--- config.mk ---
export PLATFORM = sky130hd
export DESIGN_NAME = io_sync2
export DESIGN_NICKNAME = d
export VERILOG_FILES = /design/src/rtl/io_loopback_checker_sync2.sv
export SDC_FILE = /design/constraint.sdc
export NUM_CORES = 1
export LEC_CHECK = 0
export BUFFER_PORTS_ARGS = -buffer_cell sky130_fd_sc_hd__buf_2
export CAP_MARGIN = 20
export CORE_MARGIN = 3
export CORE_UTILIZATION = 50
export DETAILED_ROUTE_END_ITERATION = 6
export PLACE_DENSITY = 0.81
export SLEW_MARGIN = 20
export SYNTH_ARGS = -nofsm -noshare
export SYNTH_HDL_FRONTEND = slang
export SYNTH_SLANG_ARGS = --single-unit
--- constraint.sdc ---
create_clock -name clk -period 1.2 [get_ports clk]
set_input_delay 0.12 -clock clk [delete_from_list [all_inputs] [get_ports clk]]
set_output_delay 0.12 -clock clk [all_outputs]
set_load 0.01 [all_outputs]
--- src/rtl/io_loopback_checker_sync2.sv ---
// io_sync2: WIDTH-wide two-flop synchronizer for the asynchronous loopback inputs.
//   clk, rst : clock and synchronous active-high reset (clears both stages)
//   d        : asynchronous input vector
//   q        : synchronized output vector
module io_sync2 #(
  parameter int unsigned WIDTH = 39
) (
  input  logic             clk,
  input  logic             rst,
  input  logic [WIDTH-1:0] d,
  output logic [WIDTH-1:0] q
);

  logic [WIDTH-1:0] meta;

  always_ff @(posedge clk) begin
    if (rst) begin
      meta <= '0;
      q    <= '0;
    end else begin
      meta <= d;
      q    <= meta;
    end
  end

endmodule

==> insert_results.sql, run 1 <==
INSERT INTO impl_metrics (metric_group, metric, value, unit) VALUES
('floorplan', 'die-area', '0.00502', 'mm^2'),
('setup_path', 'path_cells', 'buf_2', ''),
('clocking', 'postCtsHoldBufs', '33', ''),
('global_routing', 'grt_pass1_wl', '6.49', 'mm'),
('layout', 'num-fill-cells', '259', ''),
('timing', 'final.setup_skew', '0.00380', 'ns'),
('detailed_routing', 'vias', '1392', ''),
('synth', 'synth.cell_area', '0.00210', 'mm^2'),
('setup_path', 'crit_path_dat', '0.78', 'ns'),
('floorplan', 'floorplan.die.height', '70.9', 'um'),
('setup_path', 'cpPeakStageDelay', '0.32', 'ns'),
('synth', 'postSynthRegisterBits', '78', ''),
('synth', 'ys.warnings.count', '0', ''),
('setup_path', 'crit_buf_inv', '1', ''),
('setup_path', 'crit_path_end_kind', 'output port', ''),
('placed_design', 'globalplace.congestion', '0.662', ''),
('timing', 'maxSlewHeadroom', '79.7', '%'),
('global_routing', 'met3_track_utilization_from_global_routing', '6.25', '%'),
('detailed_routing', 'drt_iter0_drc', '34', ''),
('floorplan', 'coreArea', '0.00385', 'mm^2'),
('timing', 'fin_crit', '0.903', 'ns'),
('synth', 'synthDominantCellAreaShare', '74.2', '%'),
('run_status', 'status', 'finished, final reports clean', ''),
('timing', 'setup_total_negative_slack', '0', 'ns'),
('detailed_routing', 'dr_wl_cell', '11.7', 'um'),
('run', 'maxCapViolCount', '0', ''),
('layout', 'diodes', '0', ''),
('timing', 'slew_violations', '0', ''),
('global_routing', 'grt_antenna_before_repair', '0', ''),
('clocking', 'cts_tree', 'yes', ''),
('setup_path', 'cp_top_family', 'flip-flops', ''),
('floorplan', 'std_cell_rows', '22', ''),
('detailed_routing', 'drt_wl_total', '3.88', 'mm'),
('setup_path', 'cp_slowest_cell', 'sky130_fd_sc_hd__dfxtp_1', ''),
('setup_path', 'setup.worst_path.start_class', 'flip-flop', ''),
('global_routing', 'grt_use_met2', '30.9', '%'),
('global_routing', 'vias_in_the_first_global_route', '1436', ''),
('detailed_routing', 'vias_per_cell', '4.18', ''),
('setup_path', 'r2r_setup_slack', '0.66', 'ns'),
('detailed_routing', 'detail_route.drc_violations', '0', ''),
('synth', 'largest_area_contributor_in_the_netlist', 'sky130_fd_sc_hd__dfxtp_1', ''),
('floorplan', 'num_io_pins', '80', ''),
('layout', 'nNetsFinal', '321', ''),
('layout', 'final_core_utilization', '78.3', '%'),
('placed_design', 'detailedPlacementHpwl', '2.20', 'mm'),
('synth', 'syn-instance-count', '164', ''),
('global_routing', 'grt_use_total', '17.4', '%'),
('timing', 'clock.fmax', '1.11', 'GHz'),
('synth', 'ys_seq_area_share', '74.2', '%'),
('setup_path', 'timing.setup.critical_path_class', 'flip-flop to output port', ''),
('min_path', 'worst_hold_path_class', 'input port to flip-flop', ''),
('synth', 'number_of_nets_produced_by_synthesis', '205', ''),
('timing', 'max_slew.worst_pin.slew', '0.304', 'ns'),
('timing', 'hold_viol_final', '0', ''),
('placed_design', 'place.port_buffers', '79', ''),
('global_routing', 'grt.overflow.total', '0', ''),
('power_and_ir_drop', 'pwr_density_cell', '1550', 'mW/mm^2'),
('timing', 'min_period_over_period', '75.3', '%'),
('floorplan', 'die_width', '70.9', 'um'),
('clocking', 'cts_num_sinks', '78', ''),
('setup_path', 'worstPathMaxFanout', '1', ''),
('global_routing', 'met1_usage', '17.7', '%'),
('clocking', 'numCtsBuffers', '9', ''),
('synth', 'syn_area_per_cell', '12.8', 'um^2'),
('clocking', 'cts_setup_buffers', '0', ''),
('setup_path', 'required', '1.08', 'ns'),
('global_routing', 'grt_max_degree', '79', ''),
('layout', 'final_layout_size_suffix_gt1_share', '31.9', '%'),
('detailed_routing', 'post_route_antenna_net_violation_count', '0', ''),
('synth', 'synthDistinctLibCells', '5', ''),
('clocking', 'cts-root-to-sink-buffers', '2', '');
[per-stage QoR]
| step | area [um^2] | instances | total power (uW) | worst slack (ns) | hold WS [ns] |
|---|---|---|---|---|---|
| final | 3020 | 333 | 4690 | 0.297 | 0.00585 |
| after global placement | 2520 | 284 | 3050 | 0.474 | 0.327 |
| after global routing | 3020 | 333 | 4890 | 0.233 | 0.00993 |
| after CTS | 3020 | 333 | 4740 | 0.255 | 0.000816 |
| after floorplan | 2100 | 164 | 2940 | 0.657 | 0.248 |
| after detailed placement | 2520 | 284 | 3060 | 0.448 | 0.335 |
[cell type report]
type	instances	area (um^2)	share of cell area (%)
clock inverters	1	5.00	0.166
repair buffers	113	746	24.7
multi-input cells	78	488	16.2
well taps	48	60.1	1.99
flip-flops and latches	78	1560	51.8
clock buffers	15	156	5.18
[power by group]
group / internal [uW] / total, uW / switching [uW]
registers: 2710 / 2730 / 23.5
logic: 217 / 357 / 140
clock network: 809 / 1600 / 790
total: 3740 / 4690 / 954
[metal layers]
metal / routed length, um / share of wire [%]
met4: 77 / 2.0
met3: 294 / 7.6
met2: 2010 / 52
met1: 1500 / 39
met5: 0 / 0
[cells by family (layout without fill, tap and decap cells)]
group | count (synthesis) | in the layout | synth area share, %
and+or+nand+nor | 78 | 78 | 23.2
buffers and inverters | 8 | 129 | 2.62
DFF | 78 | 78 | 74.2
[registers in the layout, indices dropped and copies added, names as in the netlist]
signal  cells
meta       39
q          39
[worst paths after layout]
| check | from | endpoint | cells past startpoint |
|---|---|---|---|
| worst max-delay path | q[20]$_SDFF_PP0_ | q[20] | 1 |
| worst min-delay path | d[10] | meta[10]$_SDFF_PP0_ | 2 |
| worst max register to register | meta[29]$_SDFF_PP0_ | q[29]$_SDFF_PP0_ | 1 |
| worst min register to register | meta[20]$_SDFF_PP0_ | q[20]$_SDFF_PP0_ | 1 |
[cells in the final DEF, fill, tap and decap left out, drive strengths merged]
| master | n |
|---|---|
| buf | 80 |
| nor2b | 78 |
| dfxtp | 78 |
| dlygate4sd3 | 33 |
| clkbuf | 15 |
| clkinv | 1 |
[synth_stat cells]
master                    number
sky130_fd_sc_hd__buf_6         2
sky130_fd_sc_hd__buf_2         5
sky130_fd_sc_hd__dfxtp_1      78
sky130_fd_sc_hd__buf_4         1
sky130_fd_sc_hd__nor2b_1      78
(Power assumes the default switching activity.)
==> run 2, diff against run 1 <==
- ABC_AREA: default -> 1
- CORE_UTILIZATION: 50 -> 43
- PLACE_DENSITY: 0.81 -> 0.74
- clock period: 1.2 -> 0.8 ns (I/O delays scaled with it)
==> insert_results.sql, run 2 <==
INSERT INTO impl_metrics (metric_group, metric, value, unit) VALUES
('run_status', 'status', 'complete, but fails checks', ''),
('run_status', 'failed_checks', 'setup timing', ''),
('timing', 'rsz0062_at_grt', 'yes', ''),
('detailed_routing', 'dr_wl_cell', '9.93', 'um'),
('power_and_ir_drop', 'p_total', '7430', 'uW'),
('synth', 'main_combinational_cell_family_by_area_after_synthesis', 'buffers and inverters', ''),
('setup_path', 'crit_buf_inv', '1', ''),
('timing', 'final_critical_path_setup_slack', '-0.0560', 'ns'),
('synth', 'synthDominantCellAreaShare', '70.4', '%'),
('global_routing', 'grt_pass1_wl', '7.04', 'mm'),
('placed_design', 'detailedPlacementHpwl', '2.42', 'mm'),
('detailed_routing', 'detail_route.drc_violations', '0', ''),
('detailed_routing', 'detail_route.first_pass.iterations', '4', ''),
('floorplan', 'num_io_pins', '80', ''),
('setup_path', 'worstPathMaxFanout', '1', ''),
('timing', 'fin_crit', '0.856', 'ns'),
('timing', 'slew_violations', '0', ''),
('floorplan', 'die_width', '77.8', 'um'),
('clocking', 'clock-root-buffer', 'sky130_fd_sc_hd__clkbuf_8', ''),
('floorplan', 'std_cell_rows', '25', ''),
('timing', 'clock.fmax', '1.17', 'GHz'),
('run', 'maxCapViolCount', '0', ''),
('floorplan', 'coreArea', '0.00485', 'mm^2'),
('synth', 'number_of_nets_produced_by_synthesis', '284', ''),
('placed_design', 'place.port_buffers', '79', ''),
('synth', 'synthDistinctLibCells', '5', ''),
('setup_path', 'r2r_setup_slack', '0.30', 'ns'),
('detailed_routing', 'vias_per_cell', '3.88', ''),
('floorplan', 'start_util', '45.7', '%'),
('synth', 'post_synth_xor_area_fraction', '0', '%'),
('clocking', 'cts_htree_levels', '3', ''),
('synth', 'synth_compound_area_share', '0', '%'),
('setup_path', 'cpPeakStageDelay', '0.33', 'ns'),
('synth', 'post_synth_fa_ha_maj_area_fraction', '0', '%'),
('clocking', 'worstSkewPairLatency', '0.33', 'ns'),
('placed_design', 'globalplace.congestion', '0.670', ''),
('synth', 'ys_seq_area_share', '70.4', '%'),
('setup_path', 'crit_path_dat', '0.78', 'ns'),
('synth', 'synth.cell_area', '0.00222', 'mm^2'),
('layout', 'syn2layout_area_growth', '52.9', '%'),
('global_routing', 'grt_use_total', '15.4', '%'),
('power_and_ir_drop', 'power.leakage', '0.00180', 'uW'),
('detailed_routing', 'drt_wl_total', '4.35', 'mm'),
('power_and_ir_drop', 'vdd_ir_drop_max', '1.32', 'mV'),
('synth', 'synth_top_cells_by_area', 'sky130_fd_sc_hd__dfxtp_1 70%, sky130_fd_sc_hd__inv_1 13%, sky130_fd_sc_hd__nor2_1 13%', ''),
('timing', 'min_period_over_period', '107', '%'),
('synth', 'ys.warnings.count', '0', ''),
('timing', 'final.setup_skew', '0.00412', 'ns'),
('synth', 'synth.cells.most_frequent', '78 x sky130_fd_sc_hd__dfxtp_1, 78 x sky130_fd_sc_hd__inv_1, 78 x sky130_fd_sc_hd__nor2_1', ''),
('layout', 'diodes', '0', ''),
('timing', 'maxSlewHeadroom', '86.1', '%'),
('synth', 'multiplexer_share_of_the_synthesized_area', '0', '%'),
('layout', 'top_flop_regs', 'meta (39), q (39)', ''),
('floorplan', 'floorplan.die.height', '77.8', 'um'),
('setup_path', 'cp_top_family', 'flip-flops', ''),
('setup_path', 'cp_slowest_cell', 'sky130_fd_sc_hd__dfxtp_2', ''),
('synth', 'synthFlopType', 'sky130_fd_sc_hd__dfxtp_1', ''),
('global_routing', 'grt.overflow.total', '0', ''),
('clocking', 'cts_setup_buffers', '0', ''),
('synth', 'postSynthRegisterBits', '78', ''),
('timing', 'max_slew.worst_pin.slew', '0.209', 'ns'),
('power_and_ir_drop', 'pwr_density_cell', '2190', 'mW/mm^2'),
('clocking', 'cts_num_sinks', '78', ''),
('setup_path', 'setup.worst_path.start_class', 'flip-flop', ''),
('synth', 'synth_async_sr_flop_share', '0', '%'),
('setup_path', 'required', '0.72', 'ns'),
('synth', 'largest_area_contributor_in_the_netlist', 'sky130_fd_sc_hd__dfxtp_1', ''),
('detailed_routing', 'vias', '1700', ''),
('layout', 'multi_input_comb_area', '293', 'um^2'),
('global_routing', 'vias_in_the_first_global_route', '1676', ''),
('layout', 'num-fill-cells', '355', ''),
('layout', 'nNetsFinal', '407', ''),
('clocking', 'cts-root-to-sink-buffers', '2', ''),
('clocking', 'numCtsBuffers', '9', ''),
('floorplan', 'die-area', '0.00605', 'mm^2'),
('placed_design', 'dpl_worst_slack', '0.136', 'ns'),
('synth', 'simple_logic_cell_fraction_of_the_synthesized_area', '13.2', '%'),
('layout', 'final_layout_size_suffix_gt1_share', '31.0', '%'),
('layout', 'area_occupied_by_registers', '0.00158', 'mm^2'),
('synth', 'syn_area_per_cell', '9.12', 'um^2'),
('detailed_routing', 'post_route_antenna_net_violation_count', '0', ''),
('layout', 'layout.cells.most_common_list', '78 x sky130_fd_sc_hd__inv_1, 78 x sky130_fd_sc_hd__nor2_1, 62 x sky130_fd_sc_hd__buf_2', ''),
('global_routing', 'grt_max_degree', '28', ''),
('clocking', 'clkTransAtPathRegs', '0.07', 'ns'),
('timing', 'hold_viol_final', '0', ''),
('synth', 'syn-instance-count', '243', ''),
('setup_path', 'timing.setup.critical_path_class', 'flip-flop to output port', ''),
('timing', 'final-setup-viol-count', '39', ''),
('clocking', 'cts_tree', 'yes', ''),
('detailed_routing', 'drt_iter0_drc', '49', ''),
('setup_path', 'path_cells', 'buf_6', ''),
('synth', 'synth-edff-count', '0', ''),
('global_routing', 'grt_antenna_before_repair', '0', ''),
('setup_path', 'crit_path_end_kind', 'output port', ''),
('min_path', 'worst_hold_path_class', 'input port to flip-flop', '');
-- run 2: path summary, 6_finish.rpt --
check | from | endpoint | cells after the start
worst max register to register | meta[28]$_SDFF_PP0_ | q[28]$_SDFF_PP0_ | 2
worst max-delay path | q[10]$_SDFF_PP0_ | q[10] | 1
worst min register to register | meta[8]$_SDFF_PP0_ | q[8]$_SDFF_PP0_ | 2
worst min-delay path | rst | q[11]$_SDFF_PP0_ | 2
-- run 2: per-layer routing --
layer / wire length [um] / share of wire [%] / track usage [%]
met2: 2210 / 51 / 27.4
met5: 0 / 0 / 0
met3: 378 / 8.7 / 6.38
met1: 1560 / 36 / 13.8
met4: 204 / 4.7 / 10.9
-- run 2: cells by family (layout without fill, tap and decap cells) --
kind of cell | count (synthesis) | after routing
buf+inv | 87 | 215
simple gates | 78 | 78
flops | 78 | 78
-- run 2: worst reg2reg max path, cell delays in order, from the launching register on --
cell and delay (ns):
sky130_fd_sc_hd__dfxtp_1 0.32, sky130_fd_sc_hd__inv_1 0.04, sky130_fd_sc_hd__nor2_1 0.08
-- run 2: layout make-up --
type | instances | area share (%)
sequential | 78 | 46.7
timing repair buffer | 121 | 28.1
multi-input combinational | 78 | 8.64
inverter | 78 | 8.64
clock buffer | 12 | 4.87
tap | 67 | 2.47
clock inverter | 4 | 0.591
-- run 2: power breakdown --
part	switching, uW	total (uW)	internal, uW
logic	271	646	375
registers	51.0	4120	4070
clock network	1300	2660	1360
total	1620	7430	5810
-- run 2: what timing repair did --
action | 4_1_cts | 5_1_grt
endpoints found under the setup margin | 39 | 39
hold buffers | 39 | 0
cloned | 0 | 0
resized for setup | 10 | 24
pin swaps | 0 | 0
hold endpoints to repair | 39 | 0
-- run 2: through the flow --
stage	util, %	std cells	instance area [um^2]	TNS, ns	hold WS (ns)
6_report	69.9	438	3390	-1.54	0.0664
5_1_grt	69.9	438	3390	-3.07	0.0711
4_1_cts	68.1	438	3300	-2.26	0.0403
3_5_place_dp	55.4	383	2690	0	0.286
3_3_place_gp	55.4	383	2690	0	0.280
2_1_floorplan	-	243	2220	0	0.187
